[src/rtl/debug_tx_serializer.sv]
// ============================================================================
// Module   : debug_tx_serializer
// Function : 32-bit word FIFO that feeds a byte-wide UART transmitter, MSB first.
// Options  : DEBUG_TX_CHECKSUM_EN appends an XOR checksum byte after "endd".
// Revision : 1.0  initial release
// ============================================================================
`default_nettype none

module debug_tx_serializer #(
    parameter int ADDR_W = 6
) (
    input  logic              i_clk,
    input  logic              i_reset,
    input  logic              i_wr_en,
    input  logic [31:0]       i_wr_data,
    output logic              o_full,
    output logic              o_empty,
    output logic [ADDR_W:0]   o_count,
    output logic              o_overflow,
    output logic              o_tx_start,
    output logic [7:0]        o_tx_byte,
    input  logic              i_tx_done
);

    localparam int              DEPTH      = 1 << ADDR_W;
    localparam logic [ADDR_W:0] FULL_COUNT = {1'b1, {ADDR_W{1'b0}}};
`ifdef DEBUG_TX_CHECKSUM_EN
    localparam logic [31:0]     END_WORD   = 32'h656E_6464;
`endif

    typedef enum logic [2:0] {
        IDLE = 3'd0,
        LOAD = 3'd1,
        SEND = 3'd2,
        WAIT = 3'd3
`ifdef DEBUG_TX_CHECKSUM_EN
        ,
        CHK      = 3'd4,
        CHK_WAIT = 3'd5
`endif
    } state_t;

    logic [31:0]       mem_q [DEPTH];
    state_t            state_q, state_d;
    logic [ADDR_W-1:0] wr_ptr_q, wr_ptr_d;
    logic [ADDR_W-1:0] rd_ptr_q, rd_ptr_d;
    logic [ADDR_W:0]   count_q, count_d;
    logic              overflow_q, overflow_d;
    logic [31:0]       shift_q, shift_d;
    logic [1:0]        byte_idx_q, byte_idx_d;
`ifdef DEBUG_TX_CHECKSUM_EN
    logic [7:0]        chk_xor_q, chk_xor_d;
    logic              is_end_q, is_end_d;
`endif

    logic w_full;
    logic w_pop;
    logic w_push;

    assign w_full = (count_q == FULL_COUNT);
    assign w_pop  = (state_q == LOAD);
    // A full FIFO still accepts a push when the same edge frees a slot.
    assign w_push = i_wr_en && (!w_full || w_pop);

    always_ff @(posedge i_clk) begin
        if (w_push) begin
            mem_q[wr_ptr_q] <= i_wr_data;
        end
    end

    always_comb begin
        state_d    = state_q;
        wr_ptr_d   = wr_ptr_q;
        rd_ptr_d   = rd_ptr_q;
        count_d    = count_q;
        overflow_d = overflow_q;
        shift_d    = shift_q;
        byte_idx_d = byte_idx_q;
`ifdef DEBUG_TX_CHECKSUM_EN
        chk_xor_d  = chk_xor_q;
        is_end_d   = is_end_q;
`endif

        if (w_push) begin
            wr_ptr_d = wr_ptr_q + 1'b1;
        end
        if (w_pop) begin
            rd_ptr_d = rd_ptr_q + 1'b1;
        end
        if (w_push && !w_pop) begin
            count_d = count_q + 1'b1;
        end else if (!w_push && w_pop) begin
            count_d = count_q - 1'b1;
        end
        if (i_wr_en && !w_push) begin
            overflow_d = 1'b1;
        end

        // shift_q[31:24] doubles as the output byte, so it always holds the last byte driven.
        case (state_q)
            IDLE: begin
                if (count_q != '0) begin
                    state_d = LOAD;
                end
            end
            LOAD: begin
                shift_d    = mem_q[rd_ptr_q];
                byte_idx_d = 2'd0;
`ifdef DEBUG_TX_CHECKSUM_EN
                is_end_d   = (mem_q[rd_ptr_q] == END_WORD);
`endif
                state_d    = SEND;
            end
            SEND: begin
`ifdef DEBUG_TX_CHECKSUM_EN
                chk_xor_d = chk_xor_q ^ shift_q[31:24];
`endif
                state_d   = WAIT;
            end
            WAIT: begin
                if (i_tx_done) begin
                    if (byte_idx_q != 2'd3) begin
                        shift_d    = {shift_q[23:0], 8'h00};
                        byte_idx_d = byte_idx_q + 2'd1;
                        state_d    = SEND;
                    end else begin
`ifdef DEBUG_TX_CHECKSUM_EN
                        if (is_end_q) begin
                            shift_d = {chk_xor_q, 24'h000000};
                            state_d = CHK;
                        end else begin
                            state_d = IDLE;
                        end
`else
                        state_d = IDLE;
`endif
                    end
                end
            end
`ifdef DEBUG_TX_CHECKSUM_EN
            CHK: begin
                state_d = CHK_WAIT;
            end
            CHK_WAIT: begin
                if (i_tx_done) begin
                    chk_xor_d = 8'h00;
                    state_d   = IDLE;
                end
            end
`endif
            default: begin
                state_d = IDLE;
            end
        endcase
    end

    always_ff @(posedge i_clk) begin
        if (i_reset) begin
            state_q    <= IDLE;
            wr_ptr_q   <= '0;
            rd_ptr_q   <= '0;
            count_q    <= '0;
            overflow_q <= 1'b0;
            shift_q    <= 32'h0;
            byte_idx_q <= 2'd0;
`ifdef DEBUG_TX_CHECKSUM_EN
            chk_xor_q  <= 8'h00;
            is_end_q   <= 1'b0;
`endif
        end else begin
            state_q    <= state_d;
            wr_ptr_q   <= wr_ptr_d;
            rd_ptr_q   <= rd_ptr_d;
            count_q    <= count_d;
            overflow_q <= overflow_d;
            shift_q    <= shift_d;
            byte_idx_q <= byte_idx_d;
`ifdef DEBUG_TX_CHECKSUM_EN
            chk_xor_q  <= chk_xor_d;
            is_end_q   <= is_end_d;
`endif
        end
    end

    assign o_full     = w_full;
    assign o_empty    = (count_q == '0);
    assign o_count    = count_q;
    assign o_overflow = overflow_q;
    assign o_tx_byte  = shift_q[31:24];
`ifdef DEBUG_TX_CHECKSUM_EN
    assign o_tx_start = (state_q == SEND) || (state_q == CHK);
`else
    assign o_tx_start = (state_q == SEND);
`endif

endmodule

`default_nettype wire

[config.mk]
export PLATFORM = sky130hd
export DESIGN_NAME = debug_tx_serializer
export DESIGN_NICKNAME = d
export VERILOG_FILES = /design/src/rtl/debug_tx_serializer.sv
export SDC_FILE = /design/constraint.sdc
export NUM_CORES = 2
export LEC_CHECK = 0
export ABC_AREA = 0
export BUFFER_PORTS_ARGS = -buffer_cell sky130_fd_sc_hd__buf_2
export CORE_MARGIN = 4
export CORE_UTILIZATION = 45
export DETAILED_ROUTE_END_ITERATION = 8
export GPL_TIMING_DRIVEN = 1
export PLACE_DENSITY = 0.63
export REMOVE_ABC_BUFFERS = 1
export SLEW_MARGIN = 30
export SYNTH_ARGS = -nofsm -noshare
export SYNTH_HDL_FRONTEND = slang
export SYNTH_SLANG_ARGS = --single-unit
[constraint.sdc]
create_clock -name i_clk -period 5.1 [get_ports i_clk]
set_input_delay 0.765 -clock i_clk [delete_from_list [all_inputs] [get_ports i_clk]]
set_output_delay 0.765 -clock i_clk [all_outputs]
set_load 0.02 [all_outputs]
Yosys cells after proc, flatten, opt, wreduce, memory -nomap -nowiden
Memories as Yosys holds them, arrays and structs flattened. A register that Yosys moved wholly into a read port is not among the register bits. Index checks and enable logic that the tools add are counted. W data, S select, Z words.

Equal/unequal tests: 8. Reductions and logical operators: 15. $add $sub $neg: 5. Muxes and demuxes: 16.

Operators with widths (number): $mux W32 (2); $pmux W32 S2 (1); $mux W7 (2); $add A6 B1 Y6 const B (2); $mux W6 (2); $pmux W3 S4 (1); $ne A2 B2 Y1 const B (4); $add A7 B1 Y7 const B (1); $eq A7 B7 Y1 const B (1); $logic_not A7 Y1 (1); $reduce_bool A7 Y1 (1); $sub A7 B1 Y7 const B (1); $eq A3 B2 Y1 const B (2); $mux W2 (3); $mux W3 (2); $logic_and A1 B1 Y1 (4); $pmux W2 S2 (1); $reduce_bool A2 Y1 (2); $eq A3 B1 Y1 const B (1); $logic_not A1 Y1 (3); $logic_not A3 Y1 (1); $reduce_and A3 Y1 (1); $add A2 B1 Y2 const B (1); $mux W1 (2); 2 further kinds (2).

Bits of input ports: 36. Memories: 1. Memory bits (writable): 2048. Output and inout bits: 19. Bits in registers: 57.

Memory list: mem_q (words 64, width 32, rd ports 1, clocked after Yosys merged registers in 1, wr ports 1, RTL line 43) `logic [31:0] mem_q [DEPTH];`.

Logic depth before layout (Yosys ltp)
Word-level depth: 8. Mapped depth: 13.

Least setup slack after synthesis
No wires, ideal clock.

Path type: input to register. From: input port i_wr_en. To: memory mem_q[59][0] (enable). Cell stages on the path: 5. Slack: 1.702 ns. Path buffers: 0. Setup time: 0.421 ns. Arrival: 2.976 ns. Cell sequence: inv_1 a41oi_2 nor2b_1 nand3_1 nor2_1.

Longest elaborated chain between the ends: 3.

RTL lines: start: declaration (RTL line 14) `input logic i_wr_en,`; $logic_and A1 B1 Y1 (RTL line 63) `assign w_push = i_wr_en && (!w_full || w_pop);`; named net w_push (RTL line 58) `logic w_push;`; $mux W1 (RTL line 66) `if (w_push) begin`; $mux W1 (not written as such) (RTL line 67) `mem_q[wr_ptr_q] <= i_wr_data;`; end: declaration (RTL line 43).

The timed path passes the listed nets, and every way through them passes these cells.

Worst setup path in the final report
From: register state_q[0]. To: memory mem_q[32][28] (enable).

Longest elaborated chain between the ends: 5.

RTL lines: start: declaration (RTL line 44) `state_t state_q, state_d;`; start signal: assignment (RTL line 171) `state_q <= state_d;`; $eq A3 B1 Y1 (RTL line 61) `assign w_pop = (state_q == LOAD);`; $logic_or A1 B1 Y1 (RTL line 63); $logic_and A1 B1 Y1 (RTL line 63); named net w_push (RTL line 58); $mux W1 (RTL line 66); $mux W1 (not written as such) (RTL line 67).

The timed path passes the listed nets, and every way through them passes these cells.

==> flow_summary.yaml <==
cts:
  hold_buffers: 0
  cts_resized: 0
  clk_transition_reported_paths_ns: 0.07
  clock_tree.root_cell: "clkbuf_16"
  tritoncts: "done"
  cts-htree-levels: 4
  clkLatencyLatePin_ns: 0.86
  tritoncts.num_buffers: 203
  clkSinkCount: 2110
  postCtsSetupBuffers: 0
  max-clock-path-buffers: 3
run:
  maxCapViolCount: 0
sta:
  timing.final.crit_period_ns: 4.21
  max_slew_margin_pct: 23.4
  fmax_mhz: 238
  worst_skew_ns: 0.0458
  max_slew_violations: 0
  finalHoldViolCount: 0
  rsz0062_at_grt: "no"
  finalSetupViolCount: 0
  finalSetupTns_ns: 0
  finalCritPeriodShare_pct: 82.6
  timing_worst_slew_pin_value_ns: 1.13
floorplanning:
  pin_count: 55
  die_y_um: 433
  die_x_um: 433
  design.core.area_um2: 179000
  design.die.area_um2: 187000
  initial_core_util_pct: 45.4
  fp-row-count: 155
grt:
  gr-usage-met3_pct: 4.21
  groute.usage.overall_pct: 22.6
  first_global_vias: 39800
  grt_first_pass_wirelength_um: 300000
  grt_util_met1_pct: 33.1
  antenna_found_initial: 10
  globalRouteMet2Util_pct: 34.3
  top_usage_layer: "met2"
  globalRouteOverflowTotal: 0
  grt_max_degree: 81
layout:
  syn_to_final_growth_pct: 13.2
  finalNonFillerCells: 6641
  drive_above_1_share_pct: 24.7
  final_core_util_pct: 51.3
  fin_area_um2: 91900
  fin_nets: 4157
drt:
  drtAntennaViolNets: 0
  wirelength_um: 211000
  dr.first_iter.drc_count: 5842
  routed-via-count: 40600
  routed_wire_length_per_instance_um: 31.7
  post_drt_via_cell_ratio: 6.11
  drcViolationCount: 0
  drt_pass1_iterations: 5
worst_setup_path:
  worstSetupPathType: "reg2reg"
  critical_path.reg2reg.endpoint: "mem_q[32][28]"
  r2r_cells: 7
  rrSetupSlack_ns: 0.89
  path_max_fanout: 23
  cp_data_required_time_ns: 5.65
  worst_ep_arrival_time_ns: 4.76
  timing.rr.start: "state_q[0]"
  setup.worst_path.end_class: "flop"
  critPathLaunchType: "flop"
placed_design:
  postPlaceCellArea_um2: 85300
  globalplace.congestion: 0.873
  hpwlAfterDp_um: 124000
  place_inst: 6260
  io_buffers: 54
yosys:
  synth.cell_area_um2: 81200
  synth-edff-count: 2048
  synth-main-ff-cell: "edfxtp_1"
  synth_warnings: 0
  synthArstFlopShare_pct: 0
  avgSynthCellArea_um2: 20.8
  ys_ff_latch: 2110
  synthCells: 3906
  yosysSeqAreaShare_pct: 77.3
  ys_types: 63
power:
  power.static_leakage_uw: 0.0277
  power.ir.vdd_worst_v: 0.000381
  power.density_nw_per_um2: 448
min_path:
  holdPathStages: 3
  whs_endpoint: "o_overflow"
  hp-start: "i_wr_en"
  min-delay-path-class: "in2reg"
outcome:
  status: "complete, no violations"
==> through the flow <==
stage	hold slack (ns)	setup slack (ns)	power, uW
global route	0.189	0.740	42600
CTS	0.135	0.911	41400
finish	0.192	0.890	41200
floorplan	0.425	-20.60	23400
detailed placement	0.444	0.918	26900
global placement	0.443	0.838	26800
==> per-layer routing <==
metal	wire length [um]	vias up	share of wire [%]
met5	16	-	0.0076
met2	97500	2006	46
met1	86600	21600	41
met4	7220	2	3.4
met3	19300	300	9.2
li1	-	16700	-
==> worst max-delay path: stages, from the launching register on <==
cell and delay, ns:
dfxtp_1 0.44, and2b_2 0.44, inv_2 0.08, a41oi_2 0.55
nor2b_1 0.36, nand2_1 0.66, nor2_4 1.00, buf_4 0.34
==> where the power goes <==
group          switching [uW]  internal (uW)  total [uW]
Combinational            3910           3030        6950
Clock                    6570           8140       14700
Sequential                284          19200       19500
Total                   10800          30400       41200
==> cells by family after synthesis <==
| group | Yosys count | share of synthesized area, % |
|---|---|---|
| AOI/OAI and AO/OA | 445 | 3.54 |
| xor gates and xnor gates | 14 | 0.151 |
| adders and majority gates | 11 | 0.179 |
| buffers and inverters | 247 | 1.67 |
| DFF | 2110 | 77.3 |
| muxes | 650 | 14.8 |
| and+or+nand+nor | 429 | 2.43 |
==> cell usage after synthesis, types with 9 or more instances <==
cell type	count	area [um^2]
a221oi_1	9	78.8
o31a_1	16	140
inv_1	10	37.5
nand2b_1	10	62.6
buf_4	47	353
edfxtp_1	2048	61500
a31oi_1	37	231
nand3_1	18	90.1
mux2i_1	205	2050
nand2_1	97	364
nor2_1	156	586
buf_2	70	350
nor4_1	13	81.3
o41ai_1	18	158
xor2_1	9	78.8
buf_6	19	214
o21ai_0	36	180
o21ai_1	18	90.1
o22ai_1	156	976
buf_1	16	60.1
a21oi_1	80	400
mux4_2	437	9840
nor3_1	63	315
clkbuf_1	81	304
ha_1	10	125
dfxtp_1	62	1240
a21o_1	18	135
nor2b_1	36	225
a211oi_1	23	173
==> state kept, by name, summed over array words and instances, names as in the netlist, named ones only <==
| register | flops |
|---|---|
| state_q | 2 |
| shift_q | 32 |
| mem_q | 2048 |
| byte_idx_q | 2 |
| rd_ptr_q | 6 |
| o_overflow | 1 |
| o_count | 7 |
| wr_ptr_q | 6 |
==> worst max path at each step <==
stage,to,startpoint
2_1_floorplan,shift_q[2],flop
3_5_place_dp,mem_q[57][25],state_q[0]
6_report,mem_q[32][28],state_q[0]
3_3_place_gp,mem_q[52][6],state_q[0]
5_1_grt,mem_q[32][12],state_q[0]
4_1_cts,mem_q[57][11],state_q[0]
==> cell type report <==
type / instances / area (um^2)
Timing Repair Buffer: 234 / 1970
Clock inverter: 124 / 1230
Inverter: 12 / 46.3
Fill cell: 14000 / 87100
Antenna cell: 2 / 5.00
Tap cell: 2355 / 2950
Multi-Input combinational cell: 1549 / 17600
Clock buffer: 255 / 5290
Sequential cell: 2110 / 62800
==> layout by cell type, fill, tap and decap left out, drive strengths merged, types with 4 or more instances in the layout <==
cell type / synthesis / routed
xor2: 9 / 9
nor3: 63 / 63
nand2b: 10 / 10
o22ai: 156 / 156
or3: 5 / 5
or2: 8 / 8
nand4: 8 / 8
clkinvlp: 0 / 5
o31a: 16 / 16
buf: 154 / 234
edfxtp: 2048 / 2048
inv: 11 / 18
a211o: 5 / 5
nand3: 19 / 19
a2111oi: 6 / 6
o41ai: 18 / 18
clkinv: 1 / 99
a21oi: 80 / 80
mux2i: 205 / 205
nand2: 98 / 98
mux2: 8 / 8
xnor2: 5 / 5
nand3b: 4 / 4
a21o: 18 / 18
nor2: 156 / 156
and2: 6 / 6
clkbuf: 81 / 255
a31oi: 37 / 37
o21ai: 54 / 54
a221oi: 9 / 9
bufinv: 0 / 14
nor4: 13 / 13
nor2b: 36 / 36
a211oi: 23 / 23
mux4: 437 / 437
dfxtp: 62 / 62
ha: 10 / 10
Power figures use the tool's default switching activity.
